$ cat config.mk
export PLATFORM = sky130hd
export DESIGN_NAME = lcd_reader
export DESIGN_NICKNAME = d
export VERILOG_FILES = /design/src/rtl/lcd_reader.sv
export SDC_FILE = /design/constraint.sdc
export NUM_CORES = 1
export LEC_CHECK = 0
export ABC_AREA = 1
export BUFFER_PORTS_ARGS = -buffer_cell sky130_fd_sc_hd__buf_4
export CAP_MARGIN = 25
export CORE_MARGIN = 3
export CORE_UTILIZATION = 40
export DETAILED_ROUTE_END_ITERATION = 6
export PLACE_DENSITY = 0.56
export SYNTH_ARGS = -nofsm -noshare
export SYNTH_HDL_FRONTEND = slang
export SYNTH_SLANG_ARGS = --single-unit
$ cat constraint.sdc
create_clock -name CLK -period 1.65 [get_ports CLK]
set_input_delay 0.165 -clock CLK [delete_from_list [all_inputs] [get_ports CLK]]
set_output_delay 0.165 -clock CLK [all_outputs]
set_load 0.05 [all_outputs]
$ cat src/rtl/lcd_reader.sv
// ---------------------------------------------------------------------------
// lcd_reader
//
// Performs HD44780-style 4-bit read transactions (RW=1) on a character LCD
// bus. It does either a single status read (BF/AC) or a data read, and
// returns the assembled byte. An optional busy-poll mode repeats status
// reads until the busy flag clears or POLL_MAX reads have been made.
//
// The block sits beside the write controller on the shared LCD pins. The
// top level muxes LCD_E/LCD_RS/LCD_RW and uses sf_d_oe to tristate the
// FPGA drivers on sf_d.
//
// Parameters
//   T_SU      RS/RW setup cycles before E rises
//   T_EH      E-high cycles per nibble
//   T_SAMPLE  0-based E-high cycle whose closing edge registers sf_d_in (< T_EH)
//   T_GAP     E-low cycles between nibbles and between repeated polls
//   T_RW_HOLD cycles RW stays high after the final E fall
//   POLL_MAX  maximum status reads per poll transaction
//
// Ports
//   CLK        system clock
//   RST        synchronous, active-high reset
//   START      begin a transaction (sampled only in IDLE)
//   RS_SEL     0 = status read, 1 = data read
//   POLL       with RS_SEL=0, repeat reads while BF=1
//   sf_d_in    LCD data pins DB7..DB4
//   LCD_E      enable strobe
//   LCD_RS     register select
//   LCD_RW     1 = read
//   sf_d_oe    1 = FPGA may drive sf_d
//   DATA       last byte read, {first nibble, second nibble}
//   BUSY_FLAG  DATA[7]
//   ADDR       DATA[6:0]
//   DONE       one-cycle completion pulse
//   BUSY       high while a transaction is in flight (excluding the DONE cycle)
//   TIMEOUT    poll ran out of reads with BF still set; cleared on next START
// ---------------------------------------------------------------------------
module lcd_reader #(
   parameter int T_SU      = 2,
   parameter int T_EH      = 12,
   parameter int T_SAMPLE  = 10,
   parameter int T_GAP     = 50,
   parameter int T_RW_HOLD = 2,
   parameter int POLL_MAX  = 4096
) (
   input  logic       CLK,
   input  logic       RST,
   input  logic       START,
   input  logic       RS_SEL,
   input  logic       POLL,
   input  logic [3:0] sf_d_in,
   output logic       LCD_E,
   output logic       LCD_RS,
   output logic       LCD_RW,
   output logic       sf_d_oe,
   output logic [7:0] DATA,
   output logic       BUSY_FLAG,
   output logic [6:0] ADDR,
   output logic       DONE,
   output logic       BUSY,
   output logic       TIMEOUT
);

   // Phase counter must hold the longest phase length minus one.
   localparam int MAX_A = (T_SU > T_EH) ? T_SU : T_EH;
   localparam int MAX_B = (T_GAP > T_RW_HOLD) ? T_GAP : T_RW_HOLD;
   localparam int MAX_T = (MAX_A > MAX_B) ? MAX_A : MAX_B;
   localparam int CW    = (MAX_T > 1) ? $clog2(MAX_T) : 1;
   // Read counter must be able to reach POLL_MAX itself.
   localparam int RCW   = $clog2(POLL_MAX + 1);

   localparam logic [CW-1:0]  SU_LAST   = CW'(T_SU - 1);
   localparam logic [CW-1:0]  EH_LAST   = CW'(T_EH - 1);
   localparam logic [CW-1:0]  GAP_LAST  = CW'(T_GAP - 1);
   localparam logic [CW-1:0]  HOLD_LAST = CW'(T_RW_HOLD - 1);
   localparam logic [CW-1:0]  SAMPLE_AT = CW'(T_SAMPLE);
   localparam logic [RCW-1:0] READS_MAX = RCW'(POLL_MAX);

   typedef enum logic [3:0] {
      S_IDLE,
      S_TURN,
      S_SETUP,
      S_E_HI1,
      S_GAP1,
      S_E_HI2,
      S_PGAP,
      S_HOLD,
      S_RELEASE
   } state_t;

   // ------------------------------------------------------------------
   // State and datapath registers
   // ------------------------------------------------------------------
   state_t           state_q, state_d;
   logic [CW-1:0]    cnt_q, cnt_d;
   logic [RCW-1:0]   reads_q, reads_d;
   logic             rs_lat_q, rs_lat_d;
   logic             poll_lat_q, poll_lat_d;
   logic [3:0]       hi_q, hi_d;
   logic [3:0]       lo_q, lo_d;
   logic             to_pend_q, to_pend_d;

   // Registered outputs
   logic             e_q, e_d;
   logic             rs_q, rs_d;
   logic             rw_q, rw_d;
   logic             oe_q, oe_d;
   logic [7:0]       data_q, data_d;
   logic             done_q, done_d;
   logic             busy_q, busy_d;
   logic             timeout_q, timeout_d;

   // Helpers for the E_HI2 exit decision
   logic [RCW-1:0]   reads_inc;
   logic             still_busy;

   assign reads_inc  = reads_q + RCW'(1);
   // Only a polled status read whose high nibble shows BF=1 can repeat.
   assign still_busy = poll_lat_q & ~rs_lat_q & hi_q[3];

   // ------------------------------------------------------------------
   // Next-state and next-output logic
   // ------------------------------------------------------------------
   always_comb begin
      state_d    = state_q;
      cnt_d      = cnt_q;
      reads_d    = reads_q;
      rs_lat_d   = rs_lat_q;
      poll_lat_d = poll_lat_q;
      hi_d       = hi_q;
      lo_d       = lo_q;
      to_pend_d  = to_pend_q;
      data_d     = data_q;
      done_d     = 1'b0;
      timeout_d  = timeout_q;

      unique case (state_q)
         S_IDLE: begin
            if (START) begin
               rs_lat_d   = RS_SEL;
               poll_lat_d = POLL;
               reads_d    = '0;
               to_pend_d  = 1'b0;
               timeout_d  = 1'b0;
               cnt_d      = '0;
               state_d    = S_TURN;
            end
         end

         // One cycle with the FPGA drivers off and RW still low, so the
         // LCD never starts driving while we are.
         S_TURN: begin
            cnt_d   = '0;
            state_d = S_SETUP;
         end

         S_SETUP: begin
            if (cnt_q == SU_LAST) begin
               cnt_d   = '0;
               state_d = S_E_HI1;
            end else begin
               cnt_d = cnt_q + CW'(1);
            end
         end

         S_E_HI1: begin
            if (cnt_q == SAMPLE_AT) begin
               hi_d = sf_d_in;
            end
            if (cnt_q == EH_LAST) begin
               cnt_d   = '0;
               state_d = S_GAP1;
            end else begin
               cnt_d = cnt_q + CW'(1);
            end
         end

         S_GAP1: begin
            if (cnt_q == GAP_LAST) begin
               cnt_d   = '0;
               state_d = S_E_HI2;
            end else begin
               cnt_d = cnt_q + CW'(1);
            end
         end

         S_E_HI2: begin
            if (cnt_q == SAMPLE_AT) begin
               lo_d = sf_d_in;
            end
            if (cnt_q == EH_LAST) begin
               cnt_d   = '0;
               reads_d = reads_inc;
               if (still_busy && (reads_inc < READS_MAX)) begin
                  state_d = S_PGAP;
               end else begin
                  // Out of reads with BF still set: flag it, reported with DONE.
                  if (still_busy) begin
                     to_pend_d = 1'b1;
                  end
                  state_d = S_HOLD;
               end
            end else begin
               cnt_d = cnt_q + CW'(1);
            end
         end

         // Gap between polls keeps RW high; the bus stays with the LCD.
         S_PGAP: begin
            if (cnt_q == GAP_LAST) begin
               cnt_d   = '0;
               state_d = S_E_HI1;
            end else begin
               cnt_d = cnt_q + CW'(1);
            end
         end

         S_HOLD: begin
            if (cnt_q == HOLD_LAST) begin
               cnt_d   = '0;
               state_d = S_RELEASE;
            end else begin
               cnt_d = cnt_q + CW'(1);
            end
         end

         // RW drops but drivers stay off one more cycle before IDLE
         // re-enables them. The byte is published only here, so an
         // interrupted read never reaches DATA.
         S_RELEASE: begin
            cnt_d     = '0;
            data_d    = {hi_q, lo_q};
            done_d    = 1'b1;
            timeout_d = to_pend_q;
            state_d   = S_IDLE;
         end

         default: begin
            cnt_d   = '0;
            state_d = S_IDLE;
         end
      endcase
   end

   // Pin values are decoded from the next state so that the flops present
   // them in the same cycle the state register enters that state.
   always_comb begin
      e_d    = (state_d == S_E_HI1) || (state_d == S_E_HI2);
      rw_d   = (state_d == S_SETUP) || (state_d == S_E_HI1) ||
               (state_d == S_GAP1)  || (state_d == S_E_HI2) ||
               (state_d == S_PGAP)  || (state_d == S_HOLD);
      rs_d   = rw_d & rs_lat_d;
      oe_d   = (state_d == S_IDLE);
      busy_d = (state_d != S_IDLE);
   end

   // ------------------------------------------------------------------
   // Registers
   // ------------------------------------------------------------------
   always_ff @(posedge CLK) begin
      if (RST) begin
         state_q    <= S_IDLE;
         cnt_q      <= '0;
         reads_q    <= '0;
         rs_lat_q   <= 1'b0;
         poll_lat_q <= 1'b0;
         hi_q       <= '0;
         lo_q       <= '0;
         to_pend_q  <= 1'b0;
         e_q        <= 1'b0;
         rs_q       <= 1'b0;
         rw_q       <= 1'b0;
         oe_q       <= 1'b0;
         data_q     <= '0;
         done_q     <= 1'b0;
         busy_q     <= 1'b0;
         timeout_q  <= 1'b0;
      end else begin
         state_q    <= state_d;
         cnt_q      <= cnt_d;
         reads_q    <= reads_d;
         rs_lat_q   <= rs_lat_d;
         poll_lat_q <= poll_lat_d;
         hi_q       <= hi_d;
         lo_q       <= lo_d;
         to_pend_q  <= to_pend_d;
         e_q        <= e_d;
         rs_q       <= rs_d;
         rw_q       <= rw_d;
         oe_q       <= oe_d;
         data_q     <= data_d;
         done_q     <= done_d;
         busy_q     <= busy_d;
         timeout_q  <= timeout_d;
      end
   end

   assign LCD_E     = e_q;
   assign LCD_RS    = rs_q;
   assign LCD_RW    = rw_q;
   assign sf_d_oe   = oe_q;
   assign DATA      = data_q;
   assign BUSY_FLAG = data_q[7];
   assign ADDR      = data_q[6:0];
   assign DONE      = done_q;
   assign BUSY      = busy_q;
   assign TIMEOUT   = timeout_q;

endmodule

==> results_dict.tcl <==
set metrics [dict create \
    status "completed" \
    syn_nets 346 \
    r2r_slack_ns 0.16 \
    port_buffers 31 \
    coreArea_um2 5640 \
    setup_viol 0 \
    grt_overflow 0 \
    synthCells 333 \
    synthTopCellsByArea "dfxtp_1 (41%), nor2_1 (11%), nand2_1 (8.2%), inv_1 (6.3%), o21ai_0 (5.0%)" \
    async_flop_share 0 \
    final_core_util 0.513 \
    yosysMostFrequentCell "nor2_1" \
    nets 382 \
    synth_top_area_cell "dfxtp_1" \
    yosysWarnings 0 \
    pin_count 32 \
    yosysSeqAreaShare 0.412 \
    startpoint "cnt_q[0]" \
    hold_viol_final 0 \
    pre_cts_ws_ns 0.0301 \
    synthDistinctLibCells 35 \
    path_delay_family "simple AND/OR/NAND/NOR gates" \
    grt_pass1_vias 1931 \
    cp-endpoint "cnt_q[4]" \
    synthesis.area_um2 2380 \
    synth-edff-count 0 \
    start_util 0.422 \
    setup_ws_ns 0.158 \
    tightest_slew_ns 0.436 \
    antenna_found_initial 0 \
    cp-start-kind "flop" \
    nFillCells 579 \
    viasPerCell 4.67 \
    peakVddDrop_mv 0.525 \
    synth_common_cells "nor2_1 (69), nand2_1 (52), dfxtp_1 (49)" \
    crit_path_end_kind "flop" \
    min_path_type "input pin to flop" \
    grt_max_degree 20 \
    placed_area_um2 2680 \
    drtIter0Drc 119 \
    tritoncts "done" \
    syn_area_per_cell_um2 7.16 \
    min_period_over_period 0.904 \
    r2r_end "cnt_q[4]" \
    area_growth_pct 21.5 \
    cts.clk_slew.worst_paths_ns 0.09 \
    ys_ff_latch 49 \
    relSlewSlack 0.709 \
    core.rowCount 27 \
    crit_type "flop to flop" \
    power_mw 2.49 \
    max_freq_mhz 670 \
    ys.flop_type "dfxtp_1" \
    fin_crit_ns 1.49 \
    maxCapViolCount 0 \
    p_per_area_nw_per_um2 861 \
    via_count 2065 \
    whs_path_depth 3 \
    cp_slowest_cell "dfxtp_4" \
    die_h_um 83.2 \
    drc 0 \
    drv_slew 0 \
    critPathBufInv 1 \
    slowest_delay_ns 0.39 \
    dr.pass1.iters 4 \
    rsz0062_at_grt "false" \
    cp_cell_sequence "ha_4, nand3_2, nor2_4, inv_1, nand2_1, nand3_1, o21ai_1, nor2_1" \
    r2r_start "cnt_q[0]" \
    die_w_um 83.2 \
    clk_latency_ns 0.29 \
    postRouteAntennaNets 0 \
    r2r_cells 8 \
    crit_fanout 5 \
    yosysTopAreaCellShare 0.412 \
    global_route.usage.total 0.150 \
    grt_pass1_wl_um 8640 \
    diodes 0 \
    hpwl_um 3880 \
    leakage_nw 1.26 \
    routedWlPerCell_um 11.5 \
    gp_congestion 0.891 \
    die_area_um2 6920 \
    stdcell_area_um2 2900 \
    cts_root_buf "clkbuf_8" \
    critical_path_required_ns 1.84 \
    wl_um 5070 \
    clock_sinks 49 \
    arrival_ns 1.68 \
    drive_gt1_frac 0.230 \
    ctsHoldBuffers 0 \
    numCtsBuffers 5 \
    path_depth 8 \
    cts_buffer_depth 2 \
    cts_max_level 2 \
    fin_skew_ns 0.00318 \
    fin_tns_setup_ns 0 \
]
[area by class of cell]
type                            count  area [um2]  area share
Inverter                           44         165      0.0570
Clock inverter                      3        65.1      0.0225
Sequential cell                    49         988       0.341
Tap cell                           72        90.1      0.0311
Multi-Input combinational cell    228        1210       0.418
Clock buffer                        5        68.8      0.0238
Timing Repair Buffer               41         308       0.106
[flip-flops by register name, indices dropped and copies added (netlist names), 4 cells and up]
signal and flops:
reads_q 13, state_q 4, DATA 8, hi_q 4, lo_q 4, cnt_q 6
[placed cells by master (no fill, tap or decap), drive strengths merged, types with 2 or more instances in the layout]
cell type,count
a21oi,15
buf,41
bufinv,2
clkbuf,5
dfxtp,49
ha,4
inv,44
nand2,58
nand3,18
nand4,6
nor2,81
nor3,9
o21ai,26
[power breakdown]
group	internal [mW]	total [mW]	leakage, nW	switching (mW)
clock	0.602	0.989	0.0681	0.388
sequential	1.21	1.22	0.398	0.0173
combinational	0.0973	0.282	0.791	0.185
total	1.90	2.49	1.26	0.589
[metal layers]
| metal | global-route usage | up-vias | part of all wire |
|---|---|---|---|
| met5 | 0 | - | 0 |
| met4 | 0.0461 | 0 | 0.014 |
| met3 | 0.0327 | 6 | 0.039 |
| met2 | 0.236 | 36 | 0.45 |
| met1 | 0.204 | 903 | 0.49 |
| li1 | - | 1120 | - |
[kinds of logic (layout without fill, tap and decap cells)]
family | count (synthesis) | in the layout | synth area share
AOI/OAI and AO/OA | 48 | 48 | 0.109
adders and majority gates | 4 | 4 | 0.0210
and+or+nand+nor | 174 | 174 | 0.350
xor gates and xnor gates | 2 | 2 | 0.00735
DFF | 49 | 49 | 0.412
buffers and inverters | 56 | 93 | 0.101
[how the worst min path moves through the flow]
stage | startpoint | endpoint | slack, ns
6_report | sf_d_in[1] | lo_q[1] | 0.10
3_3_place_gp | POLL | poll_lat_q | 0.41
5_1_grt | sf_d_in[1] | lo_q[1] | 0.1
3_5_place_dp | sf_d_in[1] | hi_q[1] | 0.41
2_1_floorplan | RST | sf_d_oe | 0.23
4_1_cts | sf_d_in[1] | lo_q[1] | 0.09
[per-stage QoR]
stage,std cells,hold WS (ns)
detailed placement,431,0.412
floorplan,333,0.234
CTS,439,0.0950
global route,442,0.0977
finish,442,0.104
global placement,431,0.406
[repair_timing]
item,in CTS,in global routing
gates resized for setup,0,16
setup endpoints to repair,0,12
buffers inserted,0,3
[tightest hold or removal path, delay by kind of cell]
family	cells	cell delay [ns]
and+or+nand+nor	2	0.12
buffers and inverters	1	0.09
No activity file was read; power rests on OpenSTA's default activity.
